**src/rtl/serial_subtractor_30_if.sv**
```systemverilog
// serial_subtractor_30_if
//   Groups the request and result signals of the bit-serial subtractor.
//   master: drives start/a/b/bin and receives busy/done/d/bout/zero/dbg_state.
//   slave : the subtractor itself.
//   Handshake: a request is accepted on a rising clk edge where start=1 and the
//   subtractor is not busy (idle or in its done cycle). Operands are captured on
//   that edge only. done is a one-cycle pulse marking d/bout/zero as fresh;
//   there is no backpressure on the result side.
interface serial_subtractor_30_if #(
   parameter int WIDTH = 30
);
   logic             start;
   logic [WIDTH-1:0] a;
   logic [WIDTH-1:0] b;
   logic             bin;
   logic             busy;
   logic             done;
   logic [WIDTH-1:0] d;
   logic             bout;
   logic             zero;
   logic [1:0]       dbg_state;

   modport master (
      output start, a, b, bin,
      input  busy, done, d, bout, zero, dbg_state
   );

   modport slave (
      input  start, a, b, bin,
      output busy, done, d, bout, zero, dbg_state
   );
endinterface

```
**src/rtl/serial_subtractor_30.sv**
```systemverilog
// serial_subtractor_30
//   Bit-serial word-address subtractor: d = a - b - bin, one bit per clock,
//   LSB first, through a single full-subtractor slice.
//   Ports:
//     clk  - rising-edge clock
//     nrst - synchronous active-low reset
//     bus  - serial_subtractor_30_if.slave (start/a/b/bin in,
//            busy/done/d/bout/zero/dbg_state out)
//   Latency: start accepted at edge E, done high in the cycle after E+WIDTH.
//   d/bout/zero change only on entry to DONE and hold until the next result.
module serial_subtractor_30 #(
   parameter int WIDTH = 30
) (
   input  logic                   clk,
   input  logic                   nrst,
   serial_subtractor_30_if.slave  bus
);
   localparam int CW = $clog2(WIDTH);

   typedef enum logic [1:0] {
      ST_IDLE = 2'd0,
      ST_BUSY = 2'd1,
      ST_DONE = 2'd2
   } state_t;

   state_t           state_q, state_d;
   logic [WIDTH-1:0] a_sr_q, a_sr_d;
   logic [WIDTH-1:0] b_sr_q, b_sr_d;
   logic [WIDTH-1:0] d_sr_q, d_sr_d;
   logic             brw_q, brw_d;
   logic [CW-1:0]    cnt_q, cnt_d;
   logic [WIDTH-1:0] d_q, d_d;
   logic             bout_q, bout_d;
   logic             zero_q, zero_d;

   logic             diff;
   logic             brw_next;
   logic [WIDTH-1:0] d_shift;

   // Full-subtractor slice on the current LSBs.
   always_comb begin
      diff     = a_sr_q[0] ^ b_sr_q[0] ^ brw_q;
      brw_next = (~a_sr_q[0] & b_sr_q[0]) | (~(a_sr_q[0] ^ b_sr_q[0]) & brw_q);
      d_shift  = {diff, d_sr_q[WIDTH-1:1]};
   end

   always_comb begin
      state_d = state_q;
      a_sr_d  = a_sr_q;
      b_sr_d  = b_sr_q;
      d_sr_d  = d_sr_q;
      brw_d   = brw_q;
      cnt_d   = cnt_q;
      d_d     = d_q;
      bout_d  = bout_q;
      zero_d  = zero_q;

      case (state_q)
         ST_IDLE, ST_DONE: begin
            if (bus.start) begin
               a_sr_d  = bus.a;
               b_sr_d  = bus.b;
               brw_d   = bus.bin;
               cnt_d   = '0;
               state_d = ST_BUSY;
            end else begin
               state_d = ST_IDLE;
            end
         end
         ST_BUSY: begin
            a_sr_d = a_sr_q >> 1;
            b_sr_d = b_sr_q >> 1;
            d_sr_d = d_shift;
            brw_d  = brw_next;
            cnt_d  = cnt_q + CW'(1);
            // Last bit: publish the completed word together with the final
            // borrow, so d never shows a partially shifted value.
            if (cnt_q == CW'(WIDTH - 1)) begin
               state_d = ST_DONE;
               cnt_d   = '0;
               d_d     = d_shift;
               bout_d  = brw_next;
               zero_d  = (d_shift == '0);
            end
         end
         default: state_d = ST_IDLE;
      endcase
   end

   always_ff @(posedge clk) begin
      if (!nrst) begin
         state_q <= ST_IDLE;
         a_sr_q  <= '0;
         b_sr_q  <= '0;
         d_sr_q  <= '0;
         brw_q   <= 1'b0;
         cnt_q   <= '0;
         d_q     <= '0;
         bout_q  <= 1'b0;
         zero_q  <= 1'b0;
      end else begin
         state_q <= state_d;
         a_sr_q  <= a_sr_d;
         b_sr_q  <= b_sr_d;
         d_sr_q  <= d_sr_d;
         brw_q   <= brw_d;
         cnt_q   <= cnt_d;
         d_q     <= d_d;
         bout_q  <= bout_d;
         zero_q  <= zero_d;
      end
   end

   assign bus.busy      = (state_q == ST_BUSY);
   assign bus.done      = (state_q == ST_DONE);
   assign bus.d         = d_q;
   assign bus.bout      = bout_q;
   assign bus.zero      = zero_q;
   assign bus.dbg_state = state_q;
endmodule

```
**src/flat_wrapper.sv**
```systemverilog
// flat-port wrapper written by rule: the top's interface ports become plain ports
module serial_subtractor_30_flat 
#(
   parameter int WIDTH = 30
)
  (clk, nrst, bus_start, bus_a, bus_b, bus_bin, bus_busy, bus_done, bus_d, bus_bout, bus_zero, bus_dbg_state);
  serial_subtractor_30_if #(.WIDTH(WIDTH)) bus_i ();
  input  logic clk;
  input  logic nrst;
  input wire logic [$bits(bus_i.start)-1:0] bus_start;
  input wire logic [$bits(bus_i.a)-1:0] bus_a;
  input wire logic [$bits(bus_i.b)-1:0] bus_b;
  input wire logic [$bits(bus_i.bin)-1:0] bus_bin;
  output wire logic [$bits(bus_i.busy)-1:0] bus_busy;
  output wire logic [$bits(bus_i.done)-1:0] bus_done;
  output wire logic [$bits(bus_i.d)-1:0] bus_d;
  output wire logic [$bits(bus_i.bout)-1:0] bus_bout;
  output wire logic [$bits(bus_i.zero)-1:0] bus_zero;
  output wire logic [$bits(bus_i.dbg_state)-1:0] bus_dbg_state;
  assign bus_i.start = bus_start;
  assign bus_i.a = bus_a;
  assign bus_i.b = bus_b;
  assign bus_i.bin = bus_bin;
  assign bus_busy = bus_i.busy;
  assign bus_done = bus_i.done;
  assign bus_d = bus_i.d;
  assign bus_bout = bus_i.bout;
  assign bus_zero = bus_i.zero;
  assign bus_dbg_state = bus_i.dbg_state;
  serial_subtractor_30 #(.WIDTH(WIDTH)) u_core (.clk(clk), .nrst(nrst), .bus(bus_i));
endmodule
```
**config.mk**
```make
export PLATFORM = sky130hd
export DESIGN_NAME = serial_subtractor_30_flat
export DESIGN_NICKNAME = d
export VERILOG_FILES = /design/src/rtl/serial_subtractor_30_if.sv /design/src/rtl/serial_subtractor_30.sv /design/src/flat_wrapper.sv
export SDC_FILE = /design/constraint.sdc
export NUM_CORES = 1
export LEC_CHECK = 0
export ABC_AREA = 1
export CORE_MARGIN = 8
export CORE_UTILIZATION = 40
export DETAILED_ROUTE_END_ITERATION = 10
export PLACE_DENSITY = 0.75
export SYNTH_ARGS = -nofsm -noshare
export SYNTH_HDL_FRONTEND = slang
export SYNTH_SLANG_ARGS = --single-unit
export TNS_END_PERCENT = 20
```
**constraint.sdc**
```tcl
create_clock -name clk -period 2 [get_ports clk]
set_input_delay 0.4 -clock clk [delete_from_list [all_inputs] [get_ports clk]]
set_output_delay 0.4 -clock clk [all_outputs]
set_load 0.05 [all_outputs]
```
==> results_dict.tcl <==
set metrics [dict create \
    tightest_slew_ps 677 \
    crit_path_top_delay_cell "clkdlybuf4s50_1" \
    hold_end "u_core.b_sr_q[29]" \
    synth.distinct_cells 24 \
    seq_area_frac_synth_pct 50.7 \
    worst_skew_pair.late_latency_ps 410 \
    route.detailed.drc 0 \
    clk_pin_slew_ps 50 \
    dp_cells 912 \
    syn_to_final_growth_pct 33.2 \
    chipWidth_um 129 \
    cts.htree.levels 4 \
    finClkSkew_ps 9.82 \
    power_per_cell_area_mw_per_mm2 959 \
    grt_use_total_pct 15.4 \
    critical_path.startpoint "u_core.bus.d[1]" \
    root_buffer "clkbuf_16" \
    rsz0062_at_grt "false" \
    tritoncts "yes" \
    hold_path_depth 4 \
    antenna_found_initial 0 \
    path_cells "clkdlybuf4s50_1" \
    fillers 1245 \
    die_area_mm2 0.0166 \
    overflow 0 \
    cts_sinks 129 \
    ys_warn_count 0 \
    io_buffers 99 \
    wl_per_cell_um 13.1 \
    syn_area_mm2 0.00510 \
    relSlewSlack_pct 54.9 \
    instances_no_fill 944 \
    vias 4611 \
    final_max_slew_viol_count 0 \
    numCtsBuffers 17 \
    diodes 0 \
    status "finished, final reports clean" \
    crit_fanout 2 \
    yosys_register_bits 129 \
    grt_max_degree 82 \
    slowest_delay_ps 820 \
    cp.required_ps 1600 \
    ir_drop_v 0.000603 \
    power_uw 6510 \
    reg2reg_slack_ps 320 \
    core_mm2 0.0125 \
    fin_util_pct 54.2 \
    r2r-end "u_core.bus.zero" \
    avgSynthCellArea_um2 7.53 \
    critPathTopFamily "buffers and inverters" \
    die_h_um 129 \
    final_layout_size_suffix_gt1_share_pct 7.64 \
    wirelength_um 12300 \
    period_share_pct 98.3 \
    worstRegToRegCells 9 \
    end_kind "primary output" \
    start_kind "flip-flop" \
    r2r-start "u_core.cnt_q[1]" \
    hold_viol_final 0 \
    hpwl_um 7830 \
    rows 41 \
    grt_pass1_vias 4356 \
    path_class "flip-flop to primary output" \
    ant_nets 0 \
    layout_min_cycle_time_ps 1970 \
    viasPerCell 4.88 \
    syn_nets 744 \
    setup_viol 0 \
    fin_setup_tns_ps 0 \
    num_io_pins 100 \
    drtPass1Iterations 4 \
    hold_ws_ps 445 \
    critical_path_arrival_ps 1570 \
    cap_violations 0 \
    start_util_pct 40.7 \
    syn-instance-count 677 \
    hp-start "nrst" \
    hold_class "primary input to flip-flop" \
    grt_pass1_wl_um 20700 \
    clockBufferDepth 2 \
    fmax_mhz 509 \
    drtIter0Drc 289 \
    gp_congestion 0.789 \
    leakagePower_uw 0.00279 \
    crit_buf_inv 1 \
    nets 827 \
    cts_hold_buf 0 \
]
-- sequential cells by signal, summed over array words and instances (netlist names) --
register,count
u_core.a_sr_q,30
u_core.b_sr_q,30
u_core.brw_q,1
u_core.bus.bout,1
u_core.bus.d,30
u_core.bus.dbg_state,2
u_core.bus.zero,1
u_core.cnt_q,5
u_core.d_sr_q,29
-- synthesized netlist by cell type --
| library cell | instances | area [µm²] |
|---|---|---|
| nor2_1 | 137 | 514 |
| dfxtp_1 | 129 | 2580 |
| nor3_1 | 115 | 576 |
| o21ai_0 | 92 | 460 |
| nand2_1 | 77 | 289 |
| nand3_1 | 36 | 180 |
| clkbuf_1 | 24 | 90.1 |
| buf_2 | 16 | 80.1 |
| a21oi_1 | 10 | 50.1 |
| inv_1 | 10 | 37.5 |
| nand2_2 | 5 | 31.3 |
| buf_4 | 4 | 30.0 |
| buf_1 | 3 | 11.3 |
| buf_6 | 3 | 33.8 |
| inv_2 | 3 | 11.3 |
| a211oi_1 | 2 | 15.0 |
| ha_1 | 2 | 25.0 |
| nand4_1 | 2 | 12.5 |
| nor2_4 | 2 | 22.5 |
| clkinv_1 | 1 | 3.75 |
| fa_1 | 1 | 20.0 |
| nor2_2 | 1 | 6.26 |
| o21a_1 | 1 | 7.51 |
| o31ai_1 | 1 | 7.51 |
-- area by class of cell --
class / count / area [µm²] / area share [%]
Sequential cell: 129 / 2580 / 38.0
Multi-Input combinational cell: 484 / 2220 / 32.7
Timing Repair Buffer: 114 / 1170 / 17.3
Clock buffer: 25 / 495 / 7.30
Tap cell: 172 / 215 / 3.17
Clock inverter: 6 / 55.1 / 0.811
Inverter: 14 / 52.6 / 0.774
-- kinds of logic (layout without fill, tap and decap cells) --
| family | Yosys count | count (layout) | synth area share (%) |
|---|---|---|---|
| AOI/OAI and AO/OA | 106 | 106 | 10.6 |
| adders and majority gates | 3 | 3 | 0.884 |
| buffers and inverters | 64 | 159 | 5.84 |
| DFF | 129 | 129 | 50.7 |
| and+or+nand+nor | 375 | 375 | 32.0 |
-- metrics by stage --
stage | area [µm²] | setup slack [ps]
final | 6790 | 34.6
after floorplan | 5100 | 193
after global placement | 6190 | 154
after CTS | 6770 | 10.4
after detailed placement | 6190 | 117
after global routing | 6790 | 2.04
-- worst max path at each step --
| stage | end | cells after the start | slack (ps) |
|---|---|---|---|
| 2_1_floorplan | bus_done | 2 | 190 |
| 3_3_place_gp | u_core.b_sr_q[0] | 5 | 150 |
| 3_5_place_dp | u_core.b_sr_q[2] | 5 | 120 |
| 4_1_cts | bus_d[6] | 1 | 10 |
| 5_1_grt | bus_d[1] | 1 | 2 |
| 6_report | bus_d[1] | 1 | 30 |
-- layout by cell type (no fill, tap or decap), types with 2 or more instances in the layout --
cell | netlist | routed
nor2_1 | 137 | 137
buf_12 | 0 | 2
clkbuf_1 | 24 | 4
dlygate4sd2_1 | 0 | 2
buf_4 | 4 | 17
nand3_1 | 36 | 36
clkdlybuf4s50_1 | 0 | 85
nor2_4 | 2 | 2
dlymetal6s2s_1 | 0 | 6
a211oi_1 | 2 | 2
inv_1 | 10 | 10
nand2_2 | 5 | 5
a21oi_1 | 10 | 10
o21ai_0 | 92 | 92
clkbuf_8 | 0 | 4
clkbuf_16 | 0 | 17
ha_1 | 2 | 2
dfxtp_1 | 129 | 129
nand2_1 | 77 | 77
inv_2 | 3 | 3
clkinv_2 | 0 | 5
nor3_1 | 115 | 115
nand4_1 | 2 | 2
-- what timing repair did --
item	in CTS	in global routing
setup buffers	0	0
endpoints found under the setup margin	3	6
cloned	1	0
resized for setup	3	6
-- power breakdown --
| part | total (µW) | internal, µW | switching (µW) | leakage (µW) |
|---|---|---|---|---|
| sequential | 2880 | 2760 | 114 | 0.00106 |
| clock | 2850 | 1820 | 1030 | 0.000277 |
| combinational | 782 | 352 | 431 | 0.00146 |
| total | 6510 | 4940 | 1580 | 0.00279 |
-- metal layers --
metal / vias to the layer above / wire length (µm) / global-route usage (%)
met4: 0 / 168 / 5.60
met3: 17 / 824 / 6.33
met2: 112 / 5440 / 23.0
met1: 2060 / 5920 / 19.5
met5: - / 0 / 0
li1: 2422 / - / -
No activity file was read; power rests on OpenSTA's default activity.
